[src/rtl/gui_pkg.sv]
// gui_pkg -- shared definitions for the GUI sequencer slice.
//   gui_state_t     : sequencer state encoding
//   gui_sel_t       : datapath select bundle decoded from the state
//   GUI_NUM_PIXELS  : pixels per full-screen fill (GUI_SCREEN_W x GUI_SCREEN_H)
//   gui_decode()    : state -> select lines (flash is handled by the top,
//                     since it only exists when GUI_FLASH_EN is defined)
package gui_pkg;

  localparam int unsigned GUI_SCREEN_W   = 160;
  localparam int unsigned GUI_SCREEN_H   = 120;
  localparam int unsigned GUI_NUM_PIXELS = GUI_SCREEN_W * GUI_SCREEN_H;

  typedef enum logic [2:0] {
    DRAW_TITLE,
    WAIT_START,
    DRAW_MAP,
    PLAY,
    FLASH_RED,
    FLASH_BLACK,
    DRAW_GAMEOVER,
    WAIT_RESTART
  } gui_state_t;

  typedef struct packed {
    logic title;
    logic map;
    logic gameover;
    logic active;
  } gui_sel_t;

  // FLASH_BLACK repaints the map, so it shares the map select.
  function automatic gui_sel_t gui_decode(input gui_state_t s);
    gui_sel_t o;
    o = '0;
    case (s)
      DRAW_TITLE:             o.title    = 1'b1;
      DRAW_MAP, FLASH_BLACK:  o.map      = 1'b1;
      DRAW_GAMEOVER:          o.gameover = 1'b1;
      PLAY:                   o.active   = 1'b1;
      default:                o          = '0;
    endcase
    return o;
  endfunction

endpackage

[src/rtl/gui_pixel_counter.sv]
// gui_pixel_counter -- pixel address counter for one full-screen fill.
//   clk      : system clock, rising edge
//   enable   : count this cycle (plot high)
//   clear    : synchronous clear to pixel 0 (driven by the sequencer reset)
//   fillDone : high on the last pixel cycle of a fill while enabled
module gui_pixel_counter
  import gui_pkg::*;
#(
  parameter int unsigned NUM_PIXELS = GUI_NUM_PIXELS
) (
  input  logic clk,
  input  logic enable,
  input  logic clear,
  output logic fillDone
);

  localparam int unsigned W = (NUM_PIXELS > 1) ? $clog2(NUM_PIXELS) : 1;
  localparam logic [W-1:0] LAST = W'(NUM_PIXELS - 1);

  logic [W-1:0] r_count;
  logic         w_last;

  assign w_last   = (r_count == LAST);
  assign fillDone = enable & w_last;

  // Wrapping at LAST leaves the counter at 0 for whichever fill follows.
  always_ff @(posedge clk) begin
    if (clear) begin
      r_count <= '0;
    end else if (enable) begin
      r_count <= w_last ? '0 : r_count + W'(1);
    end
  end

endmodule

[src/rtl/gui_sequencer.sv]
// gui_sequencer -- screen sequencing FSM for the game GUI.
//   clk          : system clock, rising edge
//   reset        : synchronous active-high reset
//   start        : raw start/restart key (rising edge consumed in wait states)
//   gameOver     : collision indication, consumed only in PLAY
//   showTitle / showMap / showGameOver / flash : datapath select lines
//   plot         : VGA write enable, high while any fill runs
//   gameActive   : high only in PLAY
//   fillDone     : one-cycle pulse on the last pixel of a fill
// Build option: define GUI_FLASH_EN to insert FLASH_REPEATS red/black flash
// pairs between PLAY and DRAW_GAMEOVER; otherwise flash is tied 0.
module gui_sequencer
  import gui_pkg::*;
#(
  parameter int unsigned NUM_PIXELS    = GUI_NUM_PIXELS,
  parameter int unsigned FLASH_REPEATS = 3
) (
  input  logic clk,
  input  logic reset,
  input  logic start,
  input  logic gameOver,
  output logic showTitle,
  output logic showMap,
  output logic showGameOver,
  output logic flash,
  output logic plot,
  output logic gameActive,
  output logic fillDone
);

  gui_state_t r_state;
  gui_sel_t   r_sel;
  logic       r_start_q;
  logic       w_start_rise;
  logic       w_fill_done;
  logic       w_flash;

`ifdef GUI_FLASH_EN
  localparam int unsigned PAIR_W = $clog2(FLASH_REPEATS + 1);
  logic [PAIR_W-1:0] r_pairs;
  logic              r_flash;
  assign w_flash = r_flash;
`else
  assign w_flash = 1'b0;
`endif

  assign w_start_rise = start & ~r_start_q;

  assign showTitle    = r_sel.title;
  assign showMap      = r_sel.map;
  assign showGameOver = r_sel.gameover;
  assign gameActive   = r_sel.active;
  assign flash        = w_flash;
  assign plot         = r_sel.title | r_sel.map | r_sel.gameover | w_flash;
  assign fillDone     = w_fill_done;

  gui_pixel_counter #(
    .NUM_PIXELS (NUM_PIXELS)
  ) u_pixel_counter (
    .clk      (clk),
    .enable   (plot),
    .clear    (reset),
    .fillDone (w_fill_done)
  );

  // Select lines are registered together with the state they decode, so
  // every transition loads gui_decode() of its destination state.
  always_ff @(posedge clk) begin
    r_start_q <= start;
    if (reset) begin
      r_state   <= DRAW_TITLE;
      r_sel     <= gui_decode(DRAW_TITLE);
      r_start_q <= 1'b1;
`ifdef GUI_FLASH_EN
      r_pairs   <= '0;
      r_flash   <= 1'b0;
`endif
    end else begin
      case (r_state)
        DRAW_TITLE: if (w_fill_done) begin
          r_state <= WAIT_START;
          r_sel   <= gui_decode(WAIT_START);
        end
        WAIT_START: if (w_start_rise) begin
          r_state <= DRAW_MAP;
          r_sel   <= gui_decode(DRAW_MAP);
        end
        DRAW_MAP: if (w_fill_done) begin
          r_state <= PLAY;
          r_sel   <= gui_decode(PLAY);
        end
        PLAY: if (gameOver) begin
`ifdef GUI_FLASH_EN
          r_state <= FLASH_RED;
          r_sel   <= gui_decode(FLASH_RED);
          r_flash <= 1'b1;
          r_pairs <= '0;
`else
          r_state <= DRAW_GAMEOVER;
          r_sel   <= gui_decode(DRAW_GAMEOVER);
`endif
        end
`ifdef GUI_FLASH_EN
        FLASH_RED: if (w_fill_done) begin
          r_state <= FLASH_BLACK;
          r_sel   <= gui_decode(FLASH_BLACK);
          r_flash <= 1'b0;
        end
        FLASH_BLACK: if (w_fill_done) begin
          r_pairs <= r_pairs + PAIR_W'(1);
          if (r_pairs == PAIR_W'(FLASH_REPEATS - 1)) begin
            r_state <= DRAW_GAMEOVER;
            r_sel   <= gui_decode(DRAW_GAMEOVER);
          end else begin
            r_state <= FLASH_RED;
            r_sel   <= gui_decode(FLASH_RED);
            r_flash <= 1'b1;
          end
        end
`endif
        DRAW_GAMEOVER: if (w_fill_done) begin
          r_state <= WAIT_RESTART;
          r_sel   <= gui_decode(WAIT_RESTART);
        end
        WAIT_RESTART: if (w_start_rise) begin
          r_state <= DRAW_TITLE;
          r_sel   <= gui_decode(DRAW_TITLE);
        end
        default: begin
          r_state <= DRAW_TITLE;
          r_sel   <= gui_decode(DRAW_TITLE);
        end
      endcase
    end
  end

endmodule

[config.mk]
export PLATFORM = sky130hd
export DESIGN_NAME = gui_sequencer
export DESIGN_NICKNAME = d
export VERILOG_FILES = /design/src/rtl/gui_pkg.sv /design/src/rtl/gui_pixel_counter.sv /design/src/rtl/gui_sequencer.sv
export SDC_FILE = /design/constraint.sdc
export NUM_CORES = 1
export LEC_CHECK = 0
export BUFFER_PORTS_ARGS = -buffer_cell sky130_fd_sc_hd__buf_2
export CORE_MARGIN = 4
export CORE_UTILIZATION = 45
export DETAILED_ROUTE_END_ITERATION = 10
export SYNTH_ARGS = -nofsm -noshare
export SYNTH_HDL_FRONTEND = slang
export SYNTH_SLANG_ARGS = --single-unit
[constraint.sdc]
create_clock -name clk -period 2.5 [get_ports clk]
set_input_delay 0.25 -clock clk [delete_from_list [all_inputs] [get_ports clk]]
set_output_delay 0.25 -clock clk [all_outputs]
set_load 0.02 [all_outputs]
# After elaboration in Yosys (flattened, before gate mapping)
# Cells that the tools add are included.
[word_totals]
reg_bits = 23
latchBits = 0
mem_bits_rw = 0
mem_bits_ro = 0
out_inout_bits = 7
n_memories = 0
[classes]
addsub = 1
multipliers = 0
n_div = 0
magnitude_cmp = 0
n_eq_ne = 13
n_shift = 0
n_mux = 14
n_bitwise = 5
n_reduce_logical = 4
[op_table]
columns = ["op", "count"]
rows = [
  ["$mux 4", 5],
  ["$pmux 4 s5", 1],
  ["$mux 3", 6],
  ["$pmux 3 s6", 1],
  ["$add 15x1->15 const B", 1],
  ["$eq 15x15->1 const B", 1],
  ["$mux 15", 1],
  ["$ne 2x2->1 const B", 6],
  ["$eq 3x2->1 const B", 2],
  ["$eq 3x3->1 const B", 2],
  ["$reduce_and 6->1", 1],
  ["$reduce_and 5->1", 1],
  ["$eq 3x1->1 const B", 1],
  ["$logic_not 3->1", 1],
  ["$and 1x1->1", 2],
  ["$ne 2x1->1 const B", 1],
  ["$or 1x1->1", 2],
  ["$reduce_or 2->1", 1],
  ["$not 1->1", 1],
]

# Longest topological paths before layout
# Gate-level depths: netlist of the first run.
[depth]
depth_word = 5
ltp_mapped = 7
ltp_nobuf = 5

# Hierarchy
# From an unflattened synthesis of the first run, not the netlist that was laid out.
[unflattened]
hier_cells = 121
area_unflattened_um2 = 1147.4
[modules_own_cells]
columns = ["module", "n_inst", "cells_each", "area_per_inst_um2", "seq_area_each_um2"]
rows = [
  ["gui_pixel_counter", 1, 82, 743.2, 300.3],
  ["gui_sequencer", 1, 39, 404.1, 160.2],
]

# Least setup slack after synthesis of the first run
# No wires, ideal clock.
[synth_path]
path_kind = "reg2reg"
startpoint = "register u_pixel_counter.r_count[0]"
endpoint = "register r_sel (netlist bit showMap)"
setup_time_ns = 0.116
arrival_time_ns = 1.788
setup_slack_ns = 0.596
stages_incl_launch_ff = 7
path_buffers = 1
period_less_slack_ns = 1.904
path_cell_list = "dfxtp_1 ha_1 nand3_4 or3_1 buf_2 or3_1 a31o_2"
[synth_between]
elab_chain_cells = 4
[synth_rtl]
columns = ["item", "line", "rtl"]
rows = [
  ["from (decl)", "gui_pixel_counter.sv:20", "logic [W-1:0] r_count;"],
  ["from (signal assigned)", "gui_pixel_counter.sv:31", "r_count <= w_last ? '0 : r_count + W'(1);"],
  ["$eq 15x15->1 *", "gui_pixel_counter.sv:23", "assign w_last = (r_count == LAST);"],
  ["$and 1x1->1 *", "gui_pixel_counter.sv:24", "assign fillDone = enable & w_last;"],
  ["$ne 2x1->1 (no line) or $ne 2x2->1 (tied branches)", "--", ""],
  ["$reduce_and 5->1 (no line) *", "--", ""],
  ["to (signal assigned)", "gui_sequencer.sv:72", "r_sel <= gui_decode(DRAW_TITLE);"],
  ["to (signal assigned)", "gui_sequencer.sv:82", "r_sel <= gui_decode(WAIT_START);"],
  ["to (signal assigned)", "gui_sequencer.sv:86", "r_sel <= gui_decode(DRAW_MAP);"],
  ["to (decl)", "gui_sequencer.sv:32", "gui_sel_t r_sel;"],
]
# Mark *: on every way between the ends. The rest lies on a longest branch, timed or not.
# A chain may end at the register's enable or synchronous reset.

# Worst setup path in the final report of the first run
[layout_path]
startpoint = "register u_pixel_counter.r_count[10]"
endpoint = "output fillDone"
[layout_between]
elab_chain_cells = 2
[layout_rtl]
columns = ["item", "line", "rtl"]
rows = [
  ["$eq 15x15->1", "gui_pixel_counter.sv:23", ""],
  ["$and 1x1->1", "gui_pixel_counter.sv:24", ""],
  ["to (decl)", "gui_sequencer.sv:28", "output logic fillDone"],
]
# No other way between the ends.

==> impl_metrics.toml, run 1 <==
[synth]
netlist_area_um2 = 1120
ys_seq_area_frac = 0.413
synth.area.top_cells = "dfxtp_1, nor2_1, xnor2_1, xor2_1, nand2_1"
yosys_register_bits = 23
avgSynthCellArea_um2 = 8.59
synth_top_area_share = 0.413
synth.distinct_cells = 40
yosys_warnings = 0
synth.most_common_cell = "dfxtp_1"
synth_edf_count = 0
syn_inst = 130
synth_common_cells = "dfxtp_1, nor2_1, nand2_1"
synthArstFlopShare = 0
yosys_most_used_dff = "dfxtp_1"
synth_area_leader_cell = "dfxtp_1"
syn_nets = 135

[setup_path]
crit_start = "u_pixel_counter.r_count[10]"
worstPathRequired_ns = 2.25
worstSetupStartpointType = "flop"
cp-end-kind = "primary output"
criticalPathCategory = "reg2out"
critPathCapture = "fillDone"
reg2reg_depth = 5
worstReg2RegStart = "u_pixel_counter.r_count[0]"
cp.arrival_ns = 1.81
r2r_slack_ns = 0.46
r2r-end = "gameActive"
worstPathMaxFanout = 5

[sta]
max_freq_ghz = 0.484
relSlewSlack = 0.595
finClkSkew_ns = 0.00262
rsz0062_at_grt = "no"
worst_pin_slew_ns = 0.604
finalHoldViolCount = 0
fin_crit_ns = 2.06
period_share = 0.826
setup_violations = 0
drv_slew = 0
final.setup.tns_ns = 0

[routing]
wire_per_inst_um = 13.2
drc = 0
vias = 948
drtAntennaViolNets = 0
vias_per_cell = 5.71
drt-total-wl_um = 2190
drt_iter0_drc = 16
drtPass1Iterations = 4

[pwr]
p_comb_frac = 0.047
power_switching_uw = 132
intPower_uw = 442
power.leakage_nw = 0.404
max-vdd-ir-drop_mv = 0.441
clkPwrFrac = 0.296
switching_share = 0.230
seqPwrFrac = 0.657
p_per_area_nw_per_um2 = 478

[placement]
place.detailed.hpwl_um = 1590
dp_cells = 162
gp_congestion = 0.787
io_buffer_count = 9

[min_path]
hold_path.class = "in2reg"

[floorplan]
die-height_um = 57.8
coreArea_um2 = 2280
rows = 17
dieArea_um2 = 3340
pin_count = 11
die_x_um = 57.8
start_util = 0.490

[clock_tree]
post_cts_resized = 0
path_clk_slew_ns = 0.12
ctsHoldBuffers = 0
cts_setup_buffers = 0
numClockSinks = 23
clk_path_buf_depth = 2
htree_levels = 1
cts_tree = "yes"
cts_made_buffers = 3
clk_latency_ns = 0.31
cts_root_buf = "clkbuf_4"

[cells_and_area]
layout-drive-gt1-share = 0.152
diodes = 0
num-nets-final = 144
area_growth_pct = 7.74
stdcell_count = 166

[job]
drv_cap = 0

[grt]
grt_pass1_vias = 852
grt_max_degree = 14
grt_overflow = 0
grt_pass1_wl_um = 3790
grt_usage = 0.144
antenna_found_initial = 0

[outcome]
status = "finished clean"
==> sequential cells by signal, summed over array words and instances (netlist names) <==
| name | flops |
|---|---|
| r_state | 3 |
| showTitle | 1 |
| gameActive | 1 |
| showMap | 1 |
| u_pixel_counter.r_count | 15 |
| r_start_q | 1 |
| showGameOver | 1 |
==> per-stage QoR <==
stage,area (um^2),power [mW],setup WS [ns],utilization,hold WS (ns)
final,1200,0.574,0.435,0.528,0.146
after global routing,1200,0.601,0.229,0.528,0.139
after CTS,1200,0.585,0.399,0.528,0.134
after detailed placement,1170,0.413,0.484,0.516,0.471
after global placement,1170,0.412,0.538,0.516,0.460
after floorplan,1120,0.405,0.596,-,0.357
==> critical path: stages (launching register included) <==
cell     delay (ns)
dfxtp_1        0.38
nor4b_1        0.42
nand3_1        0.24
nor3_1         0.26
buf_2          0.22
==> metal layers <==
| metal | global-route usage | part of all wire | up-vias |
|---|---|---|---|
| met1 | 0.190 | 0.48 | 445 |
| met4 | 0.0199 | 0.0078 | 0 |
| met2 | 0.232 | 0.47 | 13 |
| met3 | 0.0490 | 0.038 | 2 |
| met5 | 0 | 0 | - |
| li1 | - | - | 488 |
==> power groups by stage <==
stage / sequential [mW] / combinational (mW) / clock [mW]
finish: 0.377 / 0.0270 / 0.170
global route: 0.378 / 0.0310 / 0.191
CTS: 0.377 / 0.0276 / 0.180
detailed placement: 0.385 / 0.0274 / 0
global placement: 0.385 / 0.0266 / 0
floorplan: 0.384 / 0.0210 / 0
==> final cells by class <==
class,instances,area [um^2]
clock buffer,3,22.5
clock inverter,1,5.00
fill,206,1070
inverter,2,7.51
multi-input combinational,99,619
sequential,23,460
tap,28,35.0
timing repair buffer,10,52.6
==> worst min-delay path by stage <==
stage / start / to / slack (ns) / cells after the start
final: start / r_start_q / 0.15 / 2
after floorplan: start / r_start_q / 0.36 / 1
after detailed placement: u_pixel_counter.r_count[14] / u_pixel_counter.r_count[14] / 0.47 / 2
after global placement: u_pixel_counter.r_count[14] / u_pixel_counter.r_count[14] / 0.46 / 2
after CTS: start / r_start_q / 0.13 / 2
after global routing: start / r_start_q / 0.14 / 2
==> logic make-up (layout without fill, tap and decap cells) <==
family / Yosys count / after routing / share of synthesized area
simple gates: 62 / 62 / 0.305
fa+ha+maj: 1 / 1 / 0.0112
flops: 23 / 23 / 0.413
xor+xnor: 11 / 11 / 0.0863
compound gates: 24 / 24 / 0.149
other cells: 1 / 1 / 0.00336
buf+inv: 8 / 16 / 0.0325
==> cells in the final DEF, fill, tap and decap left out, types with 4 or more instances in the layout <==
cell / n
xnor2_1: 6
a21oi_1: 6
nand4_1: 4
nand2_1: 11
nand3_1: 5
nor2_1: 16
buf_2: 9
xor2_1: 5
nor3_1: 4
nor4_1: 4
dfxtp_1: 23
(Power assumes the default switching activity.)
==> inputs of run 2 (changes only) <==
==> constraint.sdc (replaced) <==
create_clock -name clk -period 1.9 [get_ports clk]
set_input_delay 0.19 -clock clk [delete_from_list [all_inputs] [get_ports clk]]
set_output_delay 0.19 -clock clk [all_outputs]
set_load 0.02 [all_outputs]
==> run 2 against run 1 <==
Compared with the run above: via count grew 3.6%; count of clock-buffer cells in the layout is the same; worst setup slack worse by 0.36 ns; routed wire length is 12% higher; flip-flop and latch count unchanged; clock skew rose by 0.0040 ns; sequential power is 31% higher; clock power is 39% higher; critical path type is now reg2reg; critical endpoint is now gameActive.
==> impl_metrics.toml, run 2 (synthesized netlist as in run 1, its figures left out) <==
[clock_tree]
clk_latency_ns = 0.32
clk_path_buf_depth = 2
cts_root_buf = "clkbuf_4"
cts_setup_buffers = 0
cts_made_buffers = 3
cts_tree = "yes"
path_clk_slew_ns = 0.14
htree_levels = 1
numClockSinks = 23

[cells_and_area]
layout-drive-gt1-share = 0.248
num-nets-final = 155
diodes = 0
max_flop_register = "u_pixel_counter.r_count"
final_common_cell = "dfxtp_1"
fillerInstances = 211
top_regs = "u_pixel_counter.r_count (15), r_state (3)"
area_growth_pct = 18.0
stdcell_count = 177
largest_reg_flops = 15
mostFrequentLayoutCells = "dfxtp_1, nor2_1, buf_4"

[floorplan]
die-height_um = 57.8
start_util = 0.490
rows = 17
pin_count = 11
dieArea_um2 = 3340
coreArea_um2 = 2280
die_x_um = 57.8

[sta]
finalHoldViolCount = 0
relSlewSlack = 0.662
fin_ws_ns = 0.0712
fin_crit_ns = 1.83
rsz0062_at_grt = "no"
setup_violations = 0
max_freq_ghz = 0.547
finClkSkew_ns = 0.00660
drv_slew = 0
final.setup.tns_ns = 0
worst_pin_slew_ns = 0.501
period_share = 0.963
whs_ns = 0.0776

[pwr]
power.leakage_nw = 0.461
p_per_area_nw_per_um2 = 592
finalPower_uw = 780
max-vdd-ir-drop_mv = 0.330

[setup_path]
path_delay_family = "simple AND/OR/NAND/NOR gates"
cp.arrival_ns = 2.06
worstSetupStartpointType = "flop"
crit_chain = "ha_2 > nand3_4 > or3_4 > or3_1 > a31o_2"
criticalPathCategory = "reg2reg"
worstPathRequired_ns = 2.13
cpMaxStageDelayCell = "or3_4"
worstPathMaxFanout = 5
cpPeakStageDelay_ns = 0.40
cp-end-kind = "flop"
critPathBufInv = 0

[placement]
place.detailed.hpwl_um = 1790
post-place-ws_ns = 0.0611
io_buffer_count = 9
dp_cells = 173
gp_congestion = 0.776

[grt]
antenna_found_initial = 0
grt_usage = 0.157
grt_pass1_vias = 891
grt_overflow = 0
grt_max_degree = 14
grt_pass1_wl_um = 4160

[routing]
drc = 0
vias = 982
drt_iter0_drc = 13
vias_per_cell = 5.55
drtPass1Iterations = 6
drtAntennaViolNets = 0
wire_per_inst_um = 13.9
drt-total-wl_um = 2460

[job]
drv_cap = 0

[min_path]
hold_path.class = "in2reg"

[outcome]
status = "finished clean"
==> run 2: cell types whose count changed in the layout (fill, tap and decap cells not counted), sizes merged <==
| cell | delta |
|---|---|
| buf | +11 |
==> run 2: through the flow <==
step / utilization / area [um^2]
floorplan: - / 1120
CTS: 0.571 / 1300
global route: 0.579 / 1320
finish: 0.579 / 1320
detailed placement: 0.554 / 1260
global placement: 0.554 / 1260
==> run 2: path summary, 6_finish.rpt <==
kind                          startpoint                     endpoint  slack [ns]  cells past startpoint
max           u_pixel_counter.r_count[1]                   gameActive        0.07                      5
max reg2reg   u_pixel_counter.r_count[1]                   gameActive        0.07                      5
min                                start                    r_start_q        0.08                      2
min reg2reg  u_pixel_counter.r_count[14]  u_pixel_counter.r_count[14]        0.50                      2
==> run 2: final cells by class <==
cell class,instances,area (um^2),share of cell area
repair buffers,21,135,0.103
clock buffers,3,22.5,0.0171
clock inverters,1,5.00,0.00380
well taps,28,35.0,0.0266
inverters,2,7.51,0.00570
multi-input cells,99,652,0.495
flip-flops and latches,23,460,0.349
==> run 2: what timing repair did <==
action	in CTS	in global routing
resized for setup	2	3
setup endpoints to repair	1	4
hold buffers	0	0
==> run 2: power by group <==
part	internal (mW)	switching, mW
combinational	0.0224	0.0264
clock	0.0789	0.158
sequential	0.489	0.00502
==> run 2: worst reg2reg max path: stages (launching register included) <==
cell	delay, ns
dfxtp_1	0.38
ha_2	0.22
nand3_4	0.08
or3_4	0.40
or3_1	0.40
a31o_2	0.26
==> run 2: layer usage <==
metal,track usage,up-vias,share of wire
met4,0.0662,0,0.017
met3,0.0223,5,0.027
met1,0.233,451,0.52
met2,0.224,17,0.44
li1,-,509,-
met5,0,-,0
